$ cat src/rtl/ps2_key_decoder.sv
// PS/2 scan-code-set-2 receiver with game-key decoder.
// Filters the PS/2 clock, frames bytes, and keeps a held-key vector for up/left/right/down/jump.
module ps2_key_decoder #(
    parameter int unsigned FILTER_LEN  = 8,
    parameter int unsigned TIMEOUT_CYC = 50000
) (
    input  logic       clk,
    input  logic       rst,
    input  logic       ps2_clk,
    input  logic       ps2_data,
    output logic [4:0] keydown,
    output logic [7:0] scan_code,
    output logic       scan_valid,
    output logic       frame_err
);

    localparam int unsigned FW = (FILTER_LEN > 1) ? $clog2(FILTER_LEN) : 1;
    localparam int unsigned TW = (TIMEOUT_CYC > 1) ? $clog2(TIMEOUT_CYC) : 1;
    localparam logic [FW-1:0] FILT_LAST = FW'(FILTER_LEN - 1);
    localparam logic [TW-1:0] TO_LAST   = TW'(TIMEOUT_CYC - 1);

    typedef enum logic [1:0] {
        IDLE   = 2'd0,
        DATA   = 2'd1,
        PARITY = 2'd2,
        STOP   = 2'd3
    } state_t;

    logic          clk_s1, clk_s2, dat_s1, dat_s2;
    logic          filt_clk;
    logic [FW-1:0] filt_cnt;
    logic          fall;

    state_t        state, state_n;
    logic [2:0]    bitcnt, bitcnt_n;
    logic [7:0]    shreg, shreg_n;
    logic          par, par_n;
    logic [TW-1:0] tocnt, tocnt_n;
    logic          valid_n, err_n;

    logic          ext, brk;
    logic [4:0]    map_mask;

    always_ff @(posedge clk) begin
        if (!rst) begin
            clk_s1 <= 1'b1;
            clk_s2 <= 1'b1;
            dat_s1 <= 1'b1;
            dat_s2 <= 1'b1;
        end else begin
            clk_s1 <= ps2_clk;
            clk_s2 <= clk_s1;
            dat_s1 <= ps2_data;
            dat_s2 <= dat_s1;
        end
    end

    // Counter runs only while the synced level disagrees with the filtered one.
    always_ff @(posedge clk) begin
        if (!rst) begin
            filt_clk <= 1'b1;
            filt_cnt <= '0;
        end else if (clk_s2 == filt_clk) begin
            filt_cnt <= '0;
        end else if (filt_cnt == FILT_LAST) begin
            filt_clk <= clk_s2;
            filt_cnt <= '0;
        end else begin
            filt_cnt <= filt_cnt + FW'(1);
        end
    end

    assign fall = filt_clk && !clk_s2 && (filt_cnt == FILT_LAST);

    always_comb begin
        state_n  = state;
        bitcnt_n = bitcnt;
        shreg_n  = shreg;
        par_n    = par;
        tocnt_n  = '0;
        valid_n  = 1'b0;
        err_n    = 1'b0;

        if (state != IDLE && !fall) begin
            tocnt_n = tocnt + TW'(1);
        end

        case (state)
            IDLE: begin
                if (fall && !dat_s2) begin
                    state_n  = DATA;
                    bitcnt_n = '0;
                end
            end
            DATA: begin
                if (fall) begin
                    shreg_n  = {dat_s2, shreg[7:1]};
                    bitcnt_n = bitcnt + 3'd1;
                    if (bitcnt == 3'd7) begin
                        state_n = PARITY;
                    end
                end
            end
            PARITY: begin
                if (fall) begin
                    par_n   = dat_s2;
                    state_n = STOP;
                end
            end
            STOP: begin
                if (fall) begin
                    state_n = IDLE;
                    if (dat_s2 && ((^shreg) ^ par)) begin
                        valid_n = 1'b1;
                    end else begin
                        err_n = 1'b1;
                    end
                end
            end
            default: state_n = IDLE;
        endcase

        if (state != IDLE && !fall && tocnt == TO_LAST) begin
            state_n = IDLE;
            err_n   = 1'b1;
            tocnt_n = '0;
        end
    end

    always_ff @(posedge clk) begin
        if (!rst) begin
            state      <= IDLE;
            bitcnt     <= '0;
            shreg      <= '0;
            par        <= 1'b0;
            tocnt      <= '0;
            scan_valid <= 1'b0;
            frame_err  <= 1'b0;
            scan_code  <= '0;
        end else begin
            state      <= state_n;
            bitcnt     <= bitcnt_n;
            shreg      <= shreg_n;
            par        <= par_n;
            tocnt      <= tocnt_n;
            scan_valid <= valid_n;
            frame_err  <= err_n;
            if (valid_n) begin
                scan_code <= shreg;
            end
        end
    end

    // Extended arrows and WASD alias onto the same bits; keypad codes stay unmapped.
    always_comb begin
        map_mask = '0;
        if (ext) begin
            case (scan_code)
                8'h75:   map_mask = 5'b00001;
                8'h6B:   map_mask = 5'b00010;
                8'h74:   map_mask = 5'b00100;
                8'h72:   map_mask = 5'b01000;
                default: map_mask = '0;
            endcase
        end else begin
            case (scan_code)
                8'h1D:   map_mask = 5'b00001;
                8'h1C:   map_mask = 5'b00010;
                8'h23:   map_mask = 5'b00100;
                8'h1B:   map_mask = 5'b01000;
                8'h29:   map_mask = 5'b10000;
                default: map_mask = '0;
            endcase
        end
    end

    always_ff @(posedge clk) begin
        if (!rst) begin
            keydown <= '0;
            ext     <= 1'b0;
            brk     <= 1'b0;
        end else if (scan_valid) begin
            if (scan_code == 8'hE0) begin
                ext <= 1'b1;
            end else if (scan_code == 8'hF0) begin
                brk <= 1'b1;
            end else begin
                keydown <= brk ? (keydown & ~map_mask) : (keydown | map_mask);
                ext     <= 1'b0;
                brk     <= 1'b0;
            end
        end
    end

endmodule
$ cat config.mk
export PLATFORM = sky130hd
export DESIGN_NAME = ps2_key_decoder
export DESIGN_NICKNAME = d
export VERILOG_FILES = /design/src/rtl/ps2_key_decoder.sv
export SDC_FILE = /design/constraint.sdc
export NUM_CORES = 1
export LEC_CHECK = 0
export BUFFER_PORTS_ARGS = -buffer_cell sky130_fd_sc_hd__buf_2
export CELL_PAD_IN_SITES_DETAIL_PLACEMENT = 0
export CELL_PAD_IN_SITES_GLOBAL_PLACEMENT = 1
export CORE_MARGIN = 4
export CORE_UTILIZATION = 50
export DETAILED_ROUTE_END_ITERATION = 10
export PLACE_DENSITY_LB_ADDON = 0.1
export SLEW_MARGIN = 20
export SYNTH_ARGS = -nofsm -noshare
export SYNTH_HDL_FRONTEND = slang
export SYNTH_SLANG_ARGS = --single-unit
$ cat constraint.sdc
create_clock -name clk -period 3.8 [get_ports clk]
set_clock_uncertainty 0.2 [all_clocks]
set_input_delay 0.19 -clock clk [delete_from_list [all_inputs] [get_ports clk]]
set_output_delay 0.19 -clock clk [all_outputs]
set_load 0.03 [all_outputs]
==> metrics.log <==
INFO  metric floorplan.core_area = 0.00507 sq mm
INFO  metric maxcap_violations = 0
INFO  metric report.final.hold_viol_count = 0
INFO  metric drt_first_pass_iters = 4
INFO  metric number_of_antenna_cells_inserted = 0
INFO  metric nNetsFinal = 307
INFO  metric power_density = 333 mW/mm^2
INFO  metric final.fill_count = 492
INFO  metric postSynthCellCount = 272
INFO  metric synth_edf_count = 0
INFO  metric clock_insertion_delay_worst_skew = 300 ps
INFO  metric fp.dieH = 80.2 um
INFO  metric synthDistinctLibCells = 53
INFO  metric final_period_minus_worst_setup_slack = 2150 ps
INFO  metric grt_setup_unrepaired = false
INFO  metric post-route-drc-count = 0
INFO  metric aggregate_global_route_resource_usage = 0.166
INFO  metric critical_path.reg2reg.endpoint = scan_code[0]$_SDFFE_PN0P_
INFO  metric achievable-frequency = 466 MHz
INFO  metric startpoint_type = flop
INFO  metric setup.worst_path.class = flop to flop
INFO  metric first_pass_grt_wire_length = 8.51 mm
INFO  metric postSynthNetCount = 287
INFO  metric fin_tns_setup = 0 ps
INFO  metric synth.top_cells.by_area = sky130_fd_sc_hd__dfxtp_1 (42%), sky130_fd_sc_hd__mux2i_1 (8.8%), sky130_fd_sc_hd__ha_1 (5.3%)
INFO  metric ioPinCount = 19
INFO  metric post_synth_instance_area = 0.00261 sq mm
INFO  metric timing.critical_path.to_type = flop
INFO  metric initial_utilization = 0.514
INFO  metric dpl-instance-area = 0.00276 sq mm
INFO  metric worstHoldEndpoint = clk_s2$_SDFF_PN1_
INFO  metric netlist_top_cells_count = sky130_fd_sc_hd__dfxtp_1 (55), sky130_fd_sc_hd__nor2_1 (36), sky130_fd_sc_hd__nand2_1 (25), sky130_fd_sc_hd__mux2i_1 (23), sky130_fd_sc_hd__ha_1 (11)
INFO  metric syn_to_final_growth = 9.70%
INFO  metric route.antenna.remaining_nets = 0
INFO  metric postRouteWirelength = 4.77 mm
INFO  metric timing.critical_path.required = 3830 ps
INFO  metric synth_ff_type = sky130_fd_sc_hd__dfxtp_1
INFO  metric launch_point_of_the_worst_reg_to_reg_path = filt_cnt[0]$_SDFF_PP0_
INFO  metric synth.avg_cell_area = 9.58 sq um
INFO  metric synth_warnings = 0
INFO  metric ctsLongestPathBuffers = 2
INFO  metric hold_slack = 137 ps
INFO  metric dp.final_hpwl = 3.29 mm
INFO  metric tritoncts_num_sinks = 55
INFO  metric layout.core_utilization = 0.563
INFO  metric number_of_global_route_vias_before_repair = 1891
INFO  metric synth_largest_area_cell = sky130_fd_sc_hd__dfxtp_1
INFO  metric synth-seq-area-share = 0.422
INFO  metric status = finished clean
INFO  metric cts_max_level = 2
INFO  metric detail_route.vias_per_cell = 5.31
INFO  metric crit_path_dat = 2170 ps
INFO  metric cts_buffers = 5
INFO  metric post_cts.repair.setup_buffers = 0
INFO  metric die_span_in_x = 80.2 um
INFO  metric finalWeightedCongestion = 0.757
INFO  metric postSynth.asyncResetShare = 0
INFO  metric timing_worst_slew_pin_value = 634 ps
INFO  metric layout.cell_area.non_filler = 0.00286 sq mm
INFO  metric clock_pin_slew_of_the_registers_on_the_worst_case_setup_and_hold_paths = 90 ps
INFO  metric worstRegToRegCells = 6
INFO  metric synth_top_area_share = 0.422
INFO  metric worst_reg2reg_setup_slack = 1650 ps
INFO  metric grt.overflow.total = 0
INFO  metric drive_above_1_share = 0.106
INFO  metric timing.final.max_slew_violations = 0
INFO  metric path_max_fanout = 9
INFO  metric cell_row_count = 26
INFO  metric placement.io_buffers = 18
INFO  metric final_min_period_over_clock_period = 0.565
INFO  metric detailroute.via_count = 1928
INFO  metric drt_iter0_drc = 91
INFO  metric grt_max_degree = 28
INFO  metric hold_path.class = input pin to flop
INFO  metric timing.final.setup_violations = 0
INFO  metric clock_tree.root_cell = sky130_fd_sc_hd__clkbuf_8
INFO  metric whs_path_depth = 3
INFO  metric startpoint_of_the_lowest_slack_hold_path = rst
INFO  metric design.die.area = 0.00643 sq mm
INFO  metric wl_per_cell = 13.1 um
INFO  metric antenna_found_initial = 0
INFO  metric maxSlewHeadroom = 0.575
INFO  metric tritoncts = done
INFO  metric cellLeakagePower = 1.17 nW
INFO  metric worst_ir_drop_vdd = 0.199 mV
INFO  metric synth_most_common_cell = sky130_fd_sc_hd__dfxtp_1
INFO  metric ys_ff_latch = 55
[power by group]
group	total [mW]	switching, mW	internal, mW
Sequential	0.587	0.00525	0.582
Clock	0.308	0.178	0.130
Combinational	0.0564	0.0358	0.0206
Total	0.951	0.219	0.733
[sequential cells by signal, summed over array words and instances, names as in the netlist, named ones only]
name,count
clk_s2,1
dat_s1,1
filt_clk,1
state,2
dat_s2,1
scan_code,8
filt_cnt,3
par,1
clk_s1,1
bitcnt,3
ext,1
tocnt,16
scan_valid,1
frame_err,1
brk,1
shreg,8
[layer usage]
metal | track usage | up-vias | share of wire
li1 | - | 1003 | -
met1 | 0.217 | 900 | 0.52
met2 | 0.272 | 19 | 0.44
met3 | 0.0381 | 6 | 0.026
met4 | 0.0507 | 0 | 0.013
met5 | 0 | - | 0
[timing repair]
| item | 4_1_cts | 5_1_grt |
|---|---|---|
| resized for setup | 0 | 0 |
| endpoints found under the hold margin | 2 | 0 |
| hold buffers | 2 | 0 |
[layout by cell type, fill, tap and decap left out, types with 2 or more instances in the layout]
cell	n
sky130_fd_sc_hd__ha_1	11
sky130_fd_sc_hd__nor3b_1	3
sky130_fd_sc_hd__or3_1	2
sky130_fd_sc_hd__nor2b_1	2
sky130_fd_sc_hd__xor2_1	9
sky130_fd_sc_hd__dfxtp_1	55
sky130_fd_sc_hd__nor3_1	3
sky130_fd_sc_hd__or4_1	2
sky130_fd_sc_hd__inv_1	5
sky130_fd_sc_hd__and2_1	7
sky130_fd_sc_hd__xnor2_1	6
sky130_fd_sc_hd__nand3_1	10
sky130_fd_sc_hd__a21o_1	2
sky130_fd_sc_hd__nand4_1	7
sky130_fd_sc_hd__nand2_1	25
sky130_fd_sc_hd__nand2b_1	9
sky130_fd_sc_hd__o211a_1	3
sky130_fd_sc_hd__dlygate4sd3_1	2
sky130_fd_sc_hd__o21ai_0	3
sky130_fd_sc_hd__buf_2	18
sky130_fd_sc_hd__mux2i_1	23
sky130_fd_sc_hd__clkbuf_8	5
sky130_fd_sc_hd__and4_1	4
sky130_fd_sc_hd__a21oi_1	6
sky130_fd_sc_hd__nor2_1	36
sky130_fd_sc_hd__clkbuf_1	2
sky130_fd_sc_hd__nor4_1	3
[how the worst max path moves through the flow]
| stage | startpoint | cells after the start | slack [ps] | endpoint |
|---|---|---|---|---|
| after floorplan | filt_cnt[0]$_SDFF_PP0_ | 7 | 1800 | scan_code[0]$_SDFFE_PN0P_ |
| after global placement | filt_cnt[0]$_SDFF_PP0_ | 6 | 1730 | scan_code[5]$_SDFFE_PN0P_ |
| after detailed placement | filt_cnt[0]$_SDFF_PP0_ | 6 | 1670 | scan_code[5]$_SDFFE_PN0P_ |
| after CTS | filt_cnt[0]$_SDFF_PP0_ | 6 | 1660 | scan_code[5]$_SDFFE_PN0P_ |
| after global routing | filt_cnt[0]$_SDFF_PP0_ | 6 | 1460 | scan_code[4]$_SDFFE_PN0P_ |
| final | filt_cnt[0]$_SDFF_PP0_ | 6 | 1650 | scan_code[0]$_SDFFE_PN0P_ |
[final cells by class]
class,count,area (sq um),area share
multi-input combinational,203,1450,0.507
clock inverter,1,5.00,0.00175
clock buffer,7,76.3,0.0267
inverter,6,22.5,0.00788
timing repair buffer,21,118,0.0411
tap,70,87.6,0.0306
sequential,55,1100,0.385
[per-stage QoR]
step           cells  power (mW)  setup WS (ps)
3_5_place_dp     353       0.656           1670
5_1_grt          363        1.00           1460
4_1_cts          363       0.964           1660
6_report         363       0.951           1650
3_3_place_gp     353       0.655           1730
2_1_floorplan    272       0.643           1800
[cell families (layout without fill, tap and decap cells)]
kind of cell	after synthesis	count (layout)	share of synthesized area
simple gates	125	125	0.259
flops	55	55	0.422
mux	25	25	0.101
compound gates	24	24	0.0658
xor+xnor	18	18	0.0773
buf+inv	14	35	0.0216
fa+ha+maj	11	11	0.0528
[worst max-delay path, cell delays in order, from the launching register on]
cell	delay, ps
sky130_fd_sc_hd__dfxtp_1	340
sky130_fd_sc_hd__ha_1	150
sky130_fd_sc_hd__ha_1	260
sky130_fd_sc_hd__and2_1	300
sky130_fd_sc_hd__nand4_1	170
sky130_fd_sc_hd__mux2i_4	420
sky130_fd_sc_hd__mux2i_1	230
(Power assumes the default switching activity.)
